`src/rtl/mux_n_scan_if.sv`:
```
// Channel bus for mux_n_scan: packed channel data and selection controls in,
// registered selected data, current selection and change pulse out.
interface mux_n_scan_if #(
  parameter int N_CH = 4,
  parameter int W    = 8
);
  localparam int SW = $clog2(N_CH);

  logic [N_CH*W-1:0] data_in;
  logic [SW-1:0]     sel_in;
  logic [1:0]        mode;
  logic              step;
  logic [W-1:0]      y;
  logic [SW-1:0]     sel_cur;
  logic              sel_changed;

  modport master (
    output data_in, sel_in, mode, step,
    input  y, sel_cur, sel_changed
  );

  modport slave (
    input  data_in, sel_in, mode, step,
    output y, sel_cur, sel_changed
  );
endinterface

```
`src/rtl/mux_n_scan.sv`:
```
// N-channel registered multiplexer whose selection is set directly, stepped by a key,
// auto-scanned on a fixed period, or held. Every output comes straight from a register.
module mux_n_scan #(
  parameter int N_CH     = 4,
  parameter int W        = 8,
  parameter int SCAN_DIV = 1000
) (
  input logic         clock,
  input logic         reset,
  mux_n_scan_if.slave bus
);
  localparam int SW = $clog2(N_CH);
  localparam int CW = $clog2(SCAN_DIV);

  localparam logic [SW-1:0] LAST_CH  = SW'(N_CH - 1);
  localparam logic [SW:0]   N_CH_EXT = (SW + 1)'(N_CH);
  localparam logic [CW-1:0] CNT_LAST = CW'(SCAN_DIV - 1);

  typedef enum logic [1:0] {
    MODE_DIRECT = 2'b00,
    MODE_STEP   = 2'b01,
    MODE_AUTO   = 2'b10,
    MODE_HOLD   = 2'b11
  } mode_e;

  mode_e         mode;
  logic [SW-1:0] sel_q, sel_d, sel_inc;
  logic [CW-1:0] cnt_q, cnt_d;
  logic          step_prev_q;
  logic          step_edge;
  logic [W-1:0]  y_q;
  logic          changed_q;

  assign mode      = mode_e'(bus.mode);
  assign step_edge = bus.step & ~step_prev_q;
  // Explicit wrap so non-power-of-2 channel counts never reach an unused code.
  assign sel_inc   = (sel_q == LAST_CH) ? '0 : sel_q + 1'b1;

  always_comb begin
    // NOTE: every always_comb output gets a default first, so no path can infer a latch.
    sel_d = sel_q;
    cnt_d = '0;
    unique case (mode)
      MODE_DIRECT: sel_d = ({1'b0, bus.sel_in} >= N_CH_EXT) ? LAST_CH : bus.sel_in;
      MODE_STEP:   if (step_edge) sel_d = sel_inc;
      MODE_AUTO: begin
        if (cnt_q == CNT_LAST) sel_d = sel_inc;
        else                   cnt_d = cnt_q + 1'b1;
      end
      MODE_HOLD:   sel_d = sel_q;
    endcase
  end

  // NOTE: registers use non-blocking assignments so each one samples pre-edge values.
  always_ff @(posedge clock) begin
    if (reset) begin
      sel_q       <= '0;
      y_q         <= '0;
      changed_q   <= 1'b0;
      cnt_q       <= '0;
      // A key held through reset must not register as a fresh press on release.
      step_prev_q <= 1'b1;
    end else begin
      sel_q       <= sel_d;
      y_q         <= bus.data_in[int'(sel_q) * W +: W];
      changed_q   <= (sel_d != sel_q);
      cnt_q       <= cnt_d;
      step_prev_q <= bus.step;
    end
  end

  assign bus.y           = y_q;
  assign bus.sel_cur     = sel_q;
  assign bus.sel_changed = changed_q;
endmodule

```
`src/flat_wrapper.sv`:
```
// flat-port wrapper written by rule: the top's interface ports become plain ports
module mux_n_scan_flat 
#(
  parameter int N_CH     = 4,
  parameter int W        = 8,
  parameter int SCAN_DIV = 1000
)
  (clock, reset, bus_data_in, bus_sel_in, bus_mode, bus_step, bus_y, bus_sel_cur, bus_sel_changed);
  mux_n_scan_if #(.N_CH(N_CH), .W(W)) bus_i ();
  input logic clock;
  input logic reset;
  input wire logic [$bits(bus_i.data_in)-1:0] bus_data_in;
  input wire logic [$bits(bus_i.sel_in)-1:0] bus_sel_in;
  input wire logic [$bits(bus_i.mode)-1:0] bus_mode;
  input wire logic [$bits(bus_i.step)-1:0] bus_step;
  output wire logic [$bits(bus_i.y)-1:0] bus_y;
  output wire logic [$bits(bus_i.sel_cur)-1:0] bus_sel_cur;
  output wire logic [$bits(bus_i.sel_changed)-1:0] bus_sel_changed;
  assign bus_i.data_in = bus_data_in;
  assign bus_i.sel_in = bus_sel_in;
  assign bus_i.mode = bus_mode;
  assign bus_i.step = bus_step;
  assign bus_y = bus_i.y;
  assign bus_sel_cur = bus_i.sel_cur;
  assign bus_sel_changed = bus_i.sel_changed;
  mux_n_scan #(.N_CH(N_CH), .W(W), .SCAN_DIV(SCAN_DIV)) u_core (.clock(clock), .reset(reset), .bus(bus_i));
endmodule
```
`config.mk`:
```
export PLATFORM = sky130hd
export DESIGN_NAME = mux_n_scan_flat
export DESIGN_NICKNAME = d
export VERILOG_FILES = /design/src/rtl/mux_n_scan_if.sv /design/src/rtl/mux_n_scan.sv /design/src/flat_wrapper.sv
export SDC_FILE = /design/constraint.sdc
export NUM_CORES = 1
export LEC_CHECK = 0
export CAP_MARGIN = 20
export CORE_ASPECT_RATIO = 2
export CORE_UTILIZATION = 37
export CTS_CLUSTER_SIZE = 10
export DETAILED_ROUTE_END_ITERATION = 6
export PLACE_DENSITY = 0.73
export SKIP_CTS_REPAIR_TIMING = 1
export SLEW_MARGIN = 5
export SYNTH_ARGS = -nofsm -noshare
export SYNTH_HDL_FRONTEND = slang
export SYNTH_SLANG_ARGS = --single-unit
```
`constraint.sdc`:
```
create_clock -name clock -period 1.9 [get_ports clock]
set_input_delay 0.38 -clock clock [delete_from_list [all_inputs] [get_ports clock]]
set_output_delay 0.38 -clock clock [all_outputs]
set_load 0.05 [all_outputs]
```
Word level (Yosys, flattened, before mapping)
Index checks and enable logic that the tools add are counted.
Word-level totals
  register bits: 22
  input port bits: 39
  output and inout bits: 11
  word-level logic and storage cells: 23
Cells by class
  add/sub/neg operators: 2
  eq/ne operators: 6
  shifts and indexed selects: 1
  mux-type cells: 4
  bitwise gates (word level): 3
  reductions and logical operators: 2
Operators with widths (count)
  $shiftx 32x6->8: 1
  $add 10x1->10 const B: 1
  $eq 10x10->1 const B: 1
  $pmux 2 s4: 1
  $eq 2x2->1 const B: 3
  $mux 2: 3
  $reduce_or 3->1: 1
  $add 2x1->2 const B: 1
  $eq 2x1->1 const B: 1
  $logic_not 2->1: 1
  $ne 2x2->1: 1
  $not 1->1: 2
  $and 1x1->1: 1

Depth between registers and ports, before layout
Gate-level depths: netlist of the first run.
  depth after elaboration: 5
  gate-level depth with buffers: 6
  depth with buffers taken out: 6

Least setup slack after synthesis of the first run
Ideal clock, no wire load.
  path kind: flip-flop to flip-flop
  start point: register u_core.sel_q[0] (netlist: u_core.bus.sel_cur[0])
  end point: register u_core.changed_q (netlist: u_core.bus.sel_changed)
  setup time: 134 ps
  arrival time: 1805 ps
  required time: 1766 ps
  slack: -39 ps
  cell stages (with the launch flop): 7
  buffers on the path: 0
  period minus slack after synthesis: 1939 ps
  cell sequence: dfxtp_1 -> ha_1 -> or4b_1 -> a21oi_1 -> a31o_2 -> o21a_1 -> o2111ai_1
On the way
  longest elaborated chain between the ends: 5
  elaborated cells between the ends (all ways): 7
  those cells by class: add/sub (1); eq/ne (2); mux (4)
Ends and longest elaborated chain
  start, declared: RTL line mux_n_scan.sv:27  | logic [SW-1:0] sel_q, sel_d, sel_inc;
  start signal, assigned: RTL line mux_n_scan.sv:64  | sel_q <= sel_d;
  $add 2x1->2 or $eq 2x2->1 (tied branches): RTL line mux_n_scan.sv:37  | assign sel_inc = (sel_q == LAST_CH) ? '0 : sel_q + 1'b1;
  $mux 2: RTL line mux_n_scan.sv:37
  $mux 2, on equally long branches: RTL line mux_n_scan.sv:47, mux_n_scan.sv:45
  $pmux 2 s4: RTL line mux_n_scan.sv:43  | unique case (mode)
  $ne 2x2->1 (*): RTL line mux_n_scan.sv:66  | changed_q <= (sel_d != sel_q);
  end signal, assigned: RTL line mux_n_scan.sv:66
  end, declared: RTL line mux_n_scan.sv:32  | logic changed_q;
Every way passes the cells marked *; elsewhere a longest branch is shown, timed or not.
A chain may end at the register's enable or synchronous reset.

Final worst setup path of the first run
  start point: register u_core.cnt_q[1]
  end point: register u_core.changed_q (netlist: u_core.bus.sel_changed)
On the way
  longest elaborated chain between the ends: 4
Ends and longest elaborated chain
  start, declared: RTL line mux_n_scan.sv:28  | logic [CW-1:0] cnt_q, cnt_d;
  start signal, assigned: RTL line mux_n_scan.sv:67  | cnt_q <= cnt_d;
  $eq 10x10->1: RTL line mux_n_scan.sv:47  | if (cnt_q == CNT_LAST) sel_d = sel_inc;
  $mux 2: RTL line mux_n_scan.sv:47
  $pmux 2 s4: RTL line mux_n_scan.sv:43
  $ne 2x2->1: RTL line mux_n_scan.sv:66
Every way passes these cells.

==> impl_metrics.yaml, run 1 <==
status:
  status: "completed"
setup_path:
  crit_required_ps: 2100
  worst_path_max_delay_cell: "or4b_4"
  cpPeakStageDelay_ps: 510
  start_kind: "register"
  critPathCaptureType: "register"
  critPathArrivalTime_ps: 2040
  rrSetupSlack_ps: 60
  critPathKind: "register to register"
  reg2regPathDepth: 6
  rr_endpoint: "u_core.bus.sel_changed$_SDFF_PP0_"
  r2r-start: "u_core.cnt_q[1]$_SDFF_PP0_"
  crit_fanout: 3
  path_cells: "ha_2 > and4bb_1 > nand4_2 > or4b_4 > a211o_1 > o2111ai_2"
clock_tree:
  cts.sinks: 22
  cts_buffer_depth: 2
  clkLatencyLatePin_ps: 270
  htreeDepth: 1
  clkTransAtPathRegs_ps: 80
  numCtsBuffers: 3
  cts_root_buffer: "clkbuf_8"
  cts_tree: "done"
die:
  core_area_um2: 2770
  fp.dieH_um: 79.02
  initial_utilization_pct: 39.61
  die-area_um2: 3201
  die_w_um: 40.51
  ioPinCount: 50
  num_rows: 27
pwr:
  clockPowerShare_pct: 35.1
  swShare_pct: 24.81
  ir_worst_vdd_mv: 0.4979
  power.total_uw: 1253
  power.net_switching_uw: 310.9
  p_per_area_nw_per_um2: 687.0
  p_leak_uw: 0.0007082
  share_seq_of_total_power_pct: 39.4
  p_comb_share_pct: 25.5
  internal_power_uw: 942.4
sta:
  setup-tns-final_ps: 0
  slew_viol_final: 0
  worst_pin_slew_ps: 510.5
  period_needed_ps: 1841
  finalClockSkew_ps: 1.714
  max_clock_freq_mhz: 543.1
  relSlewSlack_pct: 65.86
  fin_worst_hold_slack_ps: 513.1
  hold_viol: 0
  fin_crit_sh_pct: 96.90
  setup_viol: 0
route:
  detail_route.iter0.violations: 9
  drcViolationCount: 0
  drt-met1-wl_mm: 1.009
  met2_length_mm: 1.649
  ant_nets: 0
  wl_per_cell_um: 14.49
  viasPerCell: 5.209
  wl_met3_um: 74
  routed_wl_mm: 2.840
  drt_pass1_iterations: 3
  top_layer_used: "met4"
  vias: 1021
global_routing:
  grt_pass1_vias: 1042
  grt_max_degree: 14
  grt_pass1_wl_mm: 4.374
  grt-ovfl-total: 0
  antenna_found_initial: 0
  grt_usage_pct: 19.61
min_path:
  hold_end: "u_core.cnt_q[0]$_SDFF_PP0_"
  min_from: "u_core.cnt_q[0]$_SDFF_PP0_"
  hp-class: "register to register"
  whs_path_depth: 2
logic_synthesis:
  ys_seq_area_share_pct: 40.14
  ys_seq_elements: 22
  synth.area.top_cells: "dfxtp_1 40%, mux4_2 16%, nor2b_1 5.7%"
  synth_warnings: 0
  yosysUniqueCellTypes: 32
  syn_area_per_cell_um2: 10.65
  synth_area_leader_cell: "dfxtp_1"
  netlist.area_leader.share_pct: 40.14
  netlist_area_um2: 1097
  netlist_instances: 103
  synth_nets: 144
placement:
  io_buffer_count: 49
  routabilityCongestion: 0.8497
  placed_area_um2: 1728
  place_hpwl_mm: 2.394
cells_and_area:
  area_growth_pct: 66.25
  final_area_um2: 1824
  final_util_pct: 65.85
  nets: 209
  antennaDiodeCount: 0
  drive_above_1_share_pct: 23.35
flow_run:
  cap_violations: 0
==> synth_stat cells (all sizes together) <==
master and number:
or2 1, clkbuf 2, a31o 1, xor2 4, and3 4, mux4 8
nor2 12, mux2i 1, nand4 2, and4bb 1, nor3b 1, nor3 1
or3b 1, xnor2 4, or3 2, a211o 1, nand4b 1, dfxtp 22
o2111ai 1, ha 2, a21oi 2, o21a 1, buf 1, nand3 5
nand2b 3, a31oi 2, or4b 2, nor2b 10, nand2 3, o211ai 1
nand3b 1
==> metal layers <==
metal	vias to the layer above	track usage, %
li1	511	-
met1	476	21.08
met2	24	33.65
met3	10	1.955
met4	0	11.33
met5	-	0
==> logic make-up after synthesis <==
logic type               after synthesis  synth area share (%)
AND/OR/NAND/NOR                       50                 26.91
flip-flops                            22                 40.14
AO/OA/AOI/OAI                          9                 5.816
multiplexers                           9                 17.33
XOR/XNOR                               8                 6.385
buffers and inverters                  3                 1.140
adder cells (fa/ha/maj)                2                 2.280
==> critical path, delay by kind of cell (launching register included) <==
kind	cells	cell delay, ps
adder cells (fa/ha/maj)	1	180
AO/OA/AOI/OAI	2	390
AND/OR/NAND/NOR	3	840
flip-flops	1	350
==> power groups by stage <==
stage / logic [uW] / registers, uW / clock network (uW)
floorplan: 84.0 / 578 / 0
global placement: 312 / 505 / 0
detailed placement: 317 / 505 / 0
CTS: 318 / 494 / 443
global route: 338 / 497 / 465
finish: 319 / 494 / 440
==> stage by stage <==
step                instances  setup slack, ps
floorplan                 103            27.38
global placement          191           -182.9
detailed placement        191           -204.2
CTS                       195            16.37
global route              196           -6.348
finish                    196            58.86
==> registers in the layout, indices dropped and copies added, names as in the netlist <==
signal,flops
u_core.bus.sel_cur,2
u_core.bus.sel_changed,1
u_core.cnt_q,10
u_core.step_prev_q,1
u_core.bus.y,8
==> how the worst max path moves through the flow <==
stage	start	end	slack, ps	cells after the start
6_report	u_core.cnt_q[1]$_SDFF_PP0_	u_core.bus.sel_changed$_SDFF_PP0_	60	6
3_3_place_gp	bus_mode[1]	u_core.bus.sel_changed$_SDFF_PP0_	-180	5
5_1_grt	u_core.cnt_q[1]$_SDFF_PP0_	u_core.bus.sel_changed$_SDFF_PP0_	-6	6
4_1_cts	u_core.cnt_q[1]$_SDFF_PP0_	u_core.bus.sel_changed$_SDFF_PP0_	20	6
2_1_floorplan	u_core.bus.sel_cur[1]$_SDFF_PP0_	u_core.bus.sel_changed$_SDFF_PP0_	30	6
3_5_place_dp	bus_mode[1]	u_core.bus.sel_changed$_SDFF_PP0_	-200	5
==> cell usage in the layout, fill, tap and decap left out, drive strengths merged <==
cell type and n:
a211o 1, nor2b 10, bufinv 1, mux2i 1, nand3 5, nor3b 1
a21oi 2, clkdlybuf4s50 45, nand4b 1, and3 4, nand3b 1, o2111ai 1
nor2 12, or2 1, nand4 2, or3b 1, dlymetal6s2s 1, nand2 3
mux4 8, clkbuf 3, and4bb 1, or3 2, a31o 1, buf 17
o211ai 1, or4b 2, a31oi 2, dfxtp 22, nand2b 3, xnor2 4
xor2 4, nor3 1, ha 2, o21a 1
==> final cells by class <==
class | count | area [um^2]
Sequential cell | 22 | 444.2
Timing Repair Buffer | 63 | 615.6
Tap cell | 29 | 36.28
Clock buffer | 3 | 41.29
Clock inverter | 1 | 30.03
Multi-Input combinational cell | 78 | 656.9
Fill cell | 231 | 945.9
No activity file was read; power rests on OpenSTA's default activity.
==> run 2: changes to the inputs <==
CELL_PAD_IN_SITES_DETAIL_PLACEMENT = 1   (was unset)
CELL_PAD_IN_SITES_GLOBAL_PLACEMENT = 1   (was unset)
CORE_UTILIZATION = 27   (was 37)
PLACE_DENSITY = 0.72   (was 0.73)
SKIP_LAST_GASP = 1   (was unset)
==> run 2 against run 1 <==
  * Critical path depth grew 1
  * Non-clock buffer count is the same
  * Fmax grew 0.12%
  * Sequential cell count is the same
  * Cell count grew 11%
  * First-iteration DRC count shrank 44%
  * Setup slack gained 2.2 ps
  * Largest power group unchanged
==> impl_metrics.yaml, run 2 (synthesized netlist as in run 1, its figures left out) <==
die:
  core_area_um2: 3884
  die-area_um2: 4339
  num_rows: 32
  ioPinCount: 50
  fp.dieH_um: 92.16
  die_w_um: 47.08
  initial_utilization_pct: 28.25
pwr:
  swShare_pct: 24.74
  p_leak_uw: 0.0007047
  power.total_uw: 1254
  clockPowerShare_pct: 34.4
  share_seq_of_total_power_pct: 39.3
  power.net_switching_uw: 310.3
  internal_power_uw: 944.1
  p_per_area_nw_per_um2: 667.5
  ir_worst_vdd_mv: 0.4252
  p_comb_share_pct: 26.2
cells_and_area:
  nets: 209
  final_area_um2: 1879
  drive_above_1_share_pct: 25.15
  multiInputGateArea_um2: 680.7
  largest_register_ffs: 10
  area_growth_pct: 71.27
  regMostFlops: "u_core.cnt_q"
  register_area_um2: 444.2
  final_cell_mix: "45 x clkdlybuf4s50_1, 19 x dfxtp_1, 14 x buf_4, 12 x nor2_1, 10 x nor2b_1"
  antennaDiodeCount: 0
  fillers: 446
  mostFrequentLayoutCell: "clkdlybuf4s50_1"
status:
  status: "completed"
global_routing:
  grt_pass1_vias: 1121
  grt_max_degree: 14
  grt-ovfl-total: 0
  antenna_found_initial: 0
  grt_usage_pct: 16.77
  grt_pass1_wl_mm: 5.202
sta:
  fin_crit_sh_pct: 96.79
  relSlewSlack_pct: 64.22
  rsz0062_at_grt: "yes"
  setup_viol: 0
  setup_slack_ps: 61.02
  max_clock_freq_mhz: 543.8
  slew_viol_final: 0
  period_needed_ps: 1839
  finalClockSkew_ps: 4.886
  setup-tns-final_ps: 0
  worst_pin_slew_ps: 535.0
  hold_viol: 0
setup_path:
  path_buf_inv: 1
  critPathCaptureType: "register"
  worst_path_max_delay_cell: "or4b_4"
  crit_required_ps: 2030
  crit_family: "simple AND/OR/NAND/NOR gates"
  critPathKind: "register to register"
  critPathArrivalTime_ps: 1970
  start_kind: "register"
  crit_fanout: 2
  path_cells: "ha_4 > and4bb_1 > nand4_2 > or4b_4 > buf_6 > nand4_1 > o2111ai_2"
  cpPeakStageDelay_ps: 550
route:
  ant_nets: 0
  vias: 1057
  viasPerCell: 4.849
  drcViolationCount: 0
  routed_wl_mm: 3.549
  wl_per_cell_um: 16.28
  detail_route.iter0.violations: 5
  drt_pass1_iterations: 2
clock_tree:
  clkLatencyLatePin_ps: 260
  htreeDepth: 1
  cts_tree: "done"
  cts.sinks: 22
  cts_root_buffer: "clkbuf_8"
  numCtsBuffers: 3
  cts_buffer_depth: 2
  clkTransAtPathRegs_ps: 80
placement:
  routabilityCongestion: 0.7966
  placed_area_um2: 1748
  place_ws_ps: -250.5
  place_hpwl_mm: 2.961
  io_buffer_count: 49
min_path:
  hp-class: "register to register"
flow_run:
  cap_violations: 0
## run 2: cell counts in the layout (fill, tap and decap cells not counted)
No cell type changed its count.
## run 2: power groups by stage
| stage | logic, uW | registers (uW) | clock network [uW] |
|---|---|---|---|
| 2_1_floorplan | 84.0 | 578 | 0 |
| 3_3_place_gp | 320 | 503 | 0 |
| 3_5_place_dp | 326 | 504 | 0 |
| 4_1_cts | 327 | 493 | 439 |
| 5_1_grt | 347 | 496 | 461 |
| 6_report | 329 | 493 | 432 |
## run 2: worst min-delay path, stage by stage (launching register included)
cell and delay, ps:
dfxtp_1 350, xor2_1 70, nor2_1 70
## run 2: per-layer routing
| metal | share of wire (%) | vias up | wire length [um] | GRT usage, % |
|---|---|---|---|---|
| li1 | - | 509 | - | - |
| met1 | 32 | 520 | 1144 | 15.36 |
| met2 | 63 | 22 | 2233 | 33.45 |
| met3 | 2.7 | 6 | 97 | 1.772 |
| met4 | 2.1 | 0 | 74 | 5.952 |
| met5 | 0 | - | 0 | 0 |
## run 2: path summary, 6_finish.rpt
| path | start | endpoint | slack, ps | depth (start not counted) |
|---|---|---|---|---|
| worst min register to register | u_core.cnt_q[7]$_SDFF_PP0_ | u_core.cnt_q[7]$_SDFF_PP0_ | 520 | 2 |
| worst min-delay path | u_core.cnt_q[7]$_SDFF_PP0_ | u_core.cnt_q[7]$_SDFF_PP0_ | 520 | 2 |
| worst max-delay path | u_core.cnt_q[0]$_SDFF_PP0_ | u_core.bus.sel_changed$_SDFF_PP0_ | 60 | 7 |
| worst max register to register | u_core.cnt_q[0]$_SDFF_PP0_ | u_core.bus.sel_changed$_SDFF_PP0_ | 60 | 7 |
## run 2: layout make-up
| class | count | share of cell area (%) |
|---|---|---|
| flip-flops and latches | 22 | 23.64 |
| repair buffers | 63 | 32.96 |
| well taps | 51 | 3.395 |
| clock inverters | 1 | 1.598 |
| multi-input cells | 78 | 36.22 |
| clock buffers | 3 | 2.197 |
## run 2: metrics by stage
| step | util [%] | std cells | hold slack (ps) |
|---|---|---|---|
| after global routing | 48.39 | 218 | 568.4 |
| final | 48.39 | 218 | 520.5 |
| after CTS | 46.84 | 216 | 526.1 |
| after floorplan | - | 103 | 429.8 |
| after global placement | 45.01 | 212 | 489.5 |
| after detailed placement | 45.01 | 212 | 503.6 |
==> run 3: changes to the inputs <==
CORE_UTILIZATION = 30   (was 27)
PLACE_DENSITY = 0.75   (was 0.72)
clock period = 1.8 ns   (was 1.9 ns; I/O delays follow)
==> run 3 against run 2 <==
  * Count of clock-buffer cells in the layout is the same
  * Clock skew grew 0.55 ps
  * Sequential cell count is the same
  * Register-to-register slack lost 20 ps
  * Sequential power grew 5.5%
==> impl_metrics.yaml, run 3 (synthesized netlist as in run 1, its figures left out) <==
clock_tree:
  clkLatencyLatePin_ps: 260
  cts_buffer_depth: 2
  clkTransAtPathRegs_ps: 80
  htreeDepth: 1
  cts_root_buffer: "clkbuf_8"
  numCtsBuffers: 3
  cts_tree: "done"
  cts.sinks: 22
die:
  initial_utilization_pct: 31.78
  num_rows: 30
  fp.dieH_um: 87.53
  ioPinCount: 50
  die_w_um: 44.77
  core_area_um2: 3453
  die-area_um2: 3918
route:
  drcViolationCount: 0
  ant_nets: 0
  viasPerCell: 4.839
  wl_per_cell_um: 16.46
  drt_pass1_iterations: 3
  detail_route.iter0.violations: 8
  vias: 1055
  routed_wl_mm: 3.589
cells_and_area:
  antennaDiodeCount: 0
  largest_register_ffs: 10
  nets: 213
  area_growth_pct: 68.87
  mostFrequentLayoutCell: "clkdlybuf4s50_1"
  final_cell_mix: "38 x clkdlybuf4s50_1, 25 x buf_4, 18 x dfxtp_1, 12 x nor2_1, 10 x nor2b_1"
  fillers: 394
  drive_above_1_share_pct: 29.41
  regMostFlops: "u_core.cnt_q"
  stdcell_count: 218
pwr:
  share_seq_of_total_power_pct: 44.7
  swShare_pct: 27.38
  power.net_switching_uw: 318.6
  internal_power_uw: 844.9
  power.total_uw: 1163
  p_leak_uw: 0.0007326
  p_per_area_nw_per_um2: 627.9
  ir_worst_vdd_mv: 0.3206
  clockPowerShare_pct: 25.7
  p_comb_share_pct: 29.6
placement:
  dp.cells: 213
  place_hpwl_mm: 2.951
  routabilityCongestion: 0.7803
  io_buffer_count: 49
  place_ws_ps: -334.0
sta:
  fin_crit_sh_pct: 97.58
  fin_worst_hold_slack_ps: 402.2
  period_needed_ps: 1756
  setup_slack_ps: 43.53
  slew_viol_final: 0
  hold_viol: 0
  max_clock_freq_mhz: 569.3
  setup-tns-final_ps: 0
  finalClockSkew_ps: 5.435
  relSlewSlack_pct: 66.96
  rsz0062_at_grt: "yes"
  setup_viol: 0
  worst_pin_slew_ps: 494.1
min_path:
  hp-class: "input port to register"
setup_path:
  crit_fanout: 3
  critPathArrivalTime_ps: 1940
  start_kind: "register"
  critPathCaptureType: "register"
  crit_required_ps: 1990
  critPathKind: "register to register"
status:
  status: "completed"
global_routing:
  grt_pass1_vias: 1159
  antenna_found_initial: 0
  grt-ovfl-total: 0
  grt_pass1_wl_mm: 5.485
  grt_usage_pct: 19.19
  grt_max_degree: 14
flow_run:
  cap_violations: 0
## run 3: changes by cell type in the layout (fill, tap and decap cells not counted), sizes merged
cell           previous run  this run
buf                      17        27
bufinv                    1         0
clkdlybuf4s50            45        38
dlymetal6s2s              1         2
## run 3: area by class of cell
class	instances	area (um^2)	share of cell area, %
Multi-Input combinational cell	78	670.6	36.19
Tap cell	48	60.06	3.241
Sequential cell	22	447.9	24.17
Clock buffer	3	41.29	2.228
Timing Repair Buffer	67	633.1	34.17
## run 3: path summary, 6_finish.rpt
check / slack (ps) / to / cells past startpoint / start
hold / removal: 400 / u_core.step_prev_q$_SDFF_PP1_ / 2 / bus_step
setup / recovery: 40 / u_core.bus.sel_changed$_SDFF_PP0_ / 6 / u_core.cnt_q[1]$_SDFF_PP0_
setup reg to reg: 40 / u_core.bus.sel_changed$_SDFF_PP0_ / 6 / u_core.cnt_q[1]$_SDFF_PP0_
hold reg to reg: 530 / u_core.cnt_q[7]$_SDFF_PP0_ / 2 / u_core.cnt_q[7]$_SDFF_PP0_
## run 3: critical path, cell delays in order, from the launching register on
cell and delay [ps]:
dfxtp_4 360, ha_4 130, and4bb_1 200, nand4_2 110, or4b_4 520, a211o_1 280, o2111ai_2 80
## run 3: per-layer routing
layer  vias up  global-route usage [%]  share of wire (%)
met4         0                   9.642                2.0
li1        512                       -                  -
met5         -                       0                  0
met3         6                   1.649                2.2
met1       519                   20.05                 35
met2        18                   36.10                 61
## run 3: power groups by stage
stage / sequential, uW / clock (uW) / combinational (uW)
after floorplan: 611 / 0 / 89.1
after global placement: 532 / 0 / 336
after detailed placement: 533 / 0 / 343
after CTS: 522 / 311 / 344
after global routing: 523 / 330 / 363
final: 520 / 298 / 345
## run 3: metrics by stage
| step | cell area, um^2 | utilization, % |
|---|---|---|
| floorplan | 1119 | - |
| global placement | 1779 | 51.52 |
| detailed placement | 1779 | 51.52 |
| CTS | 1821 | 52.72 |
| global route | 1853 | 53.66 |
| finish | 1853 | 53.66 |
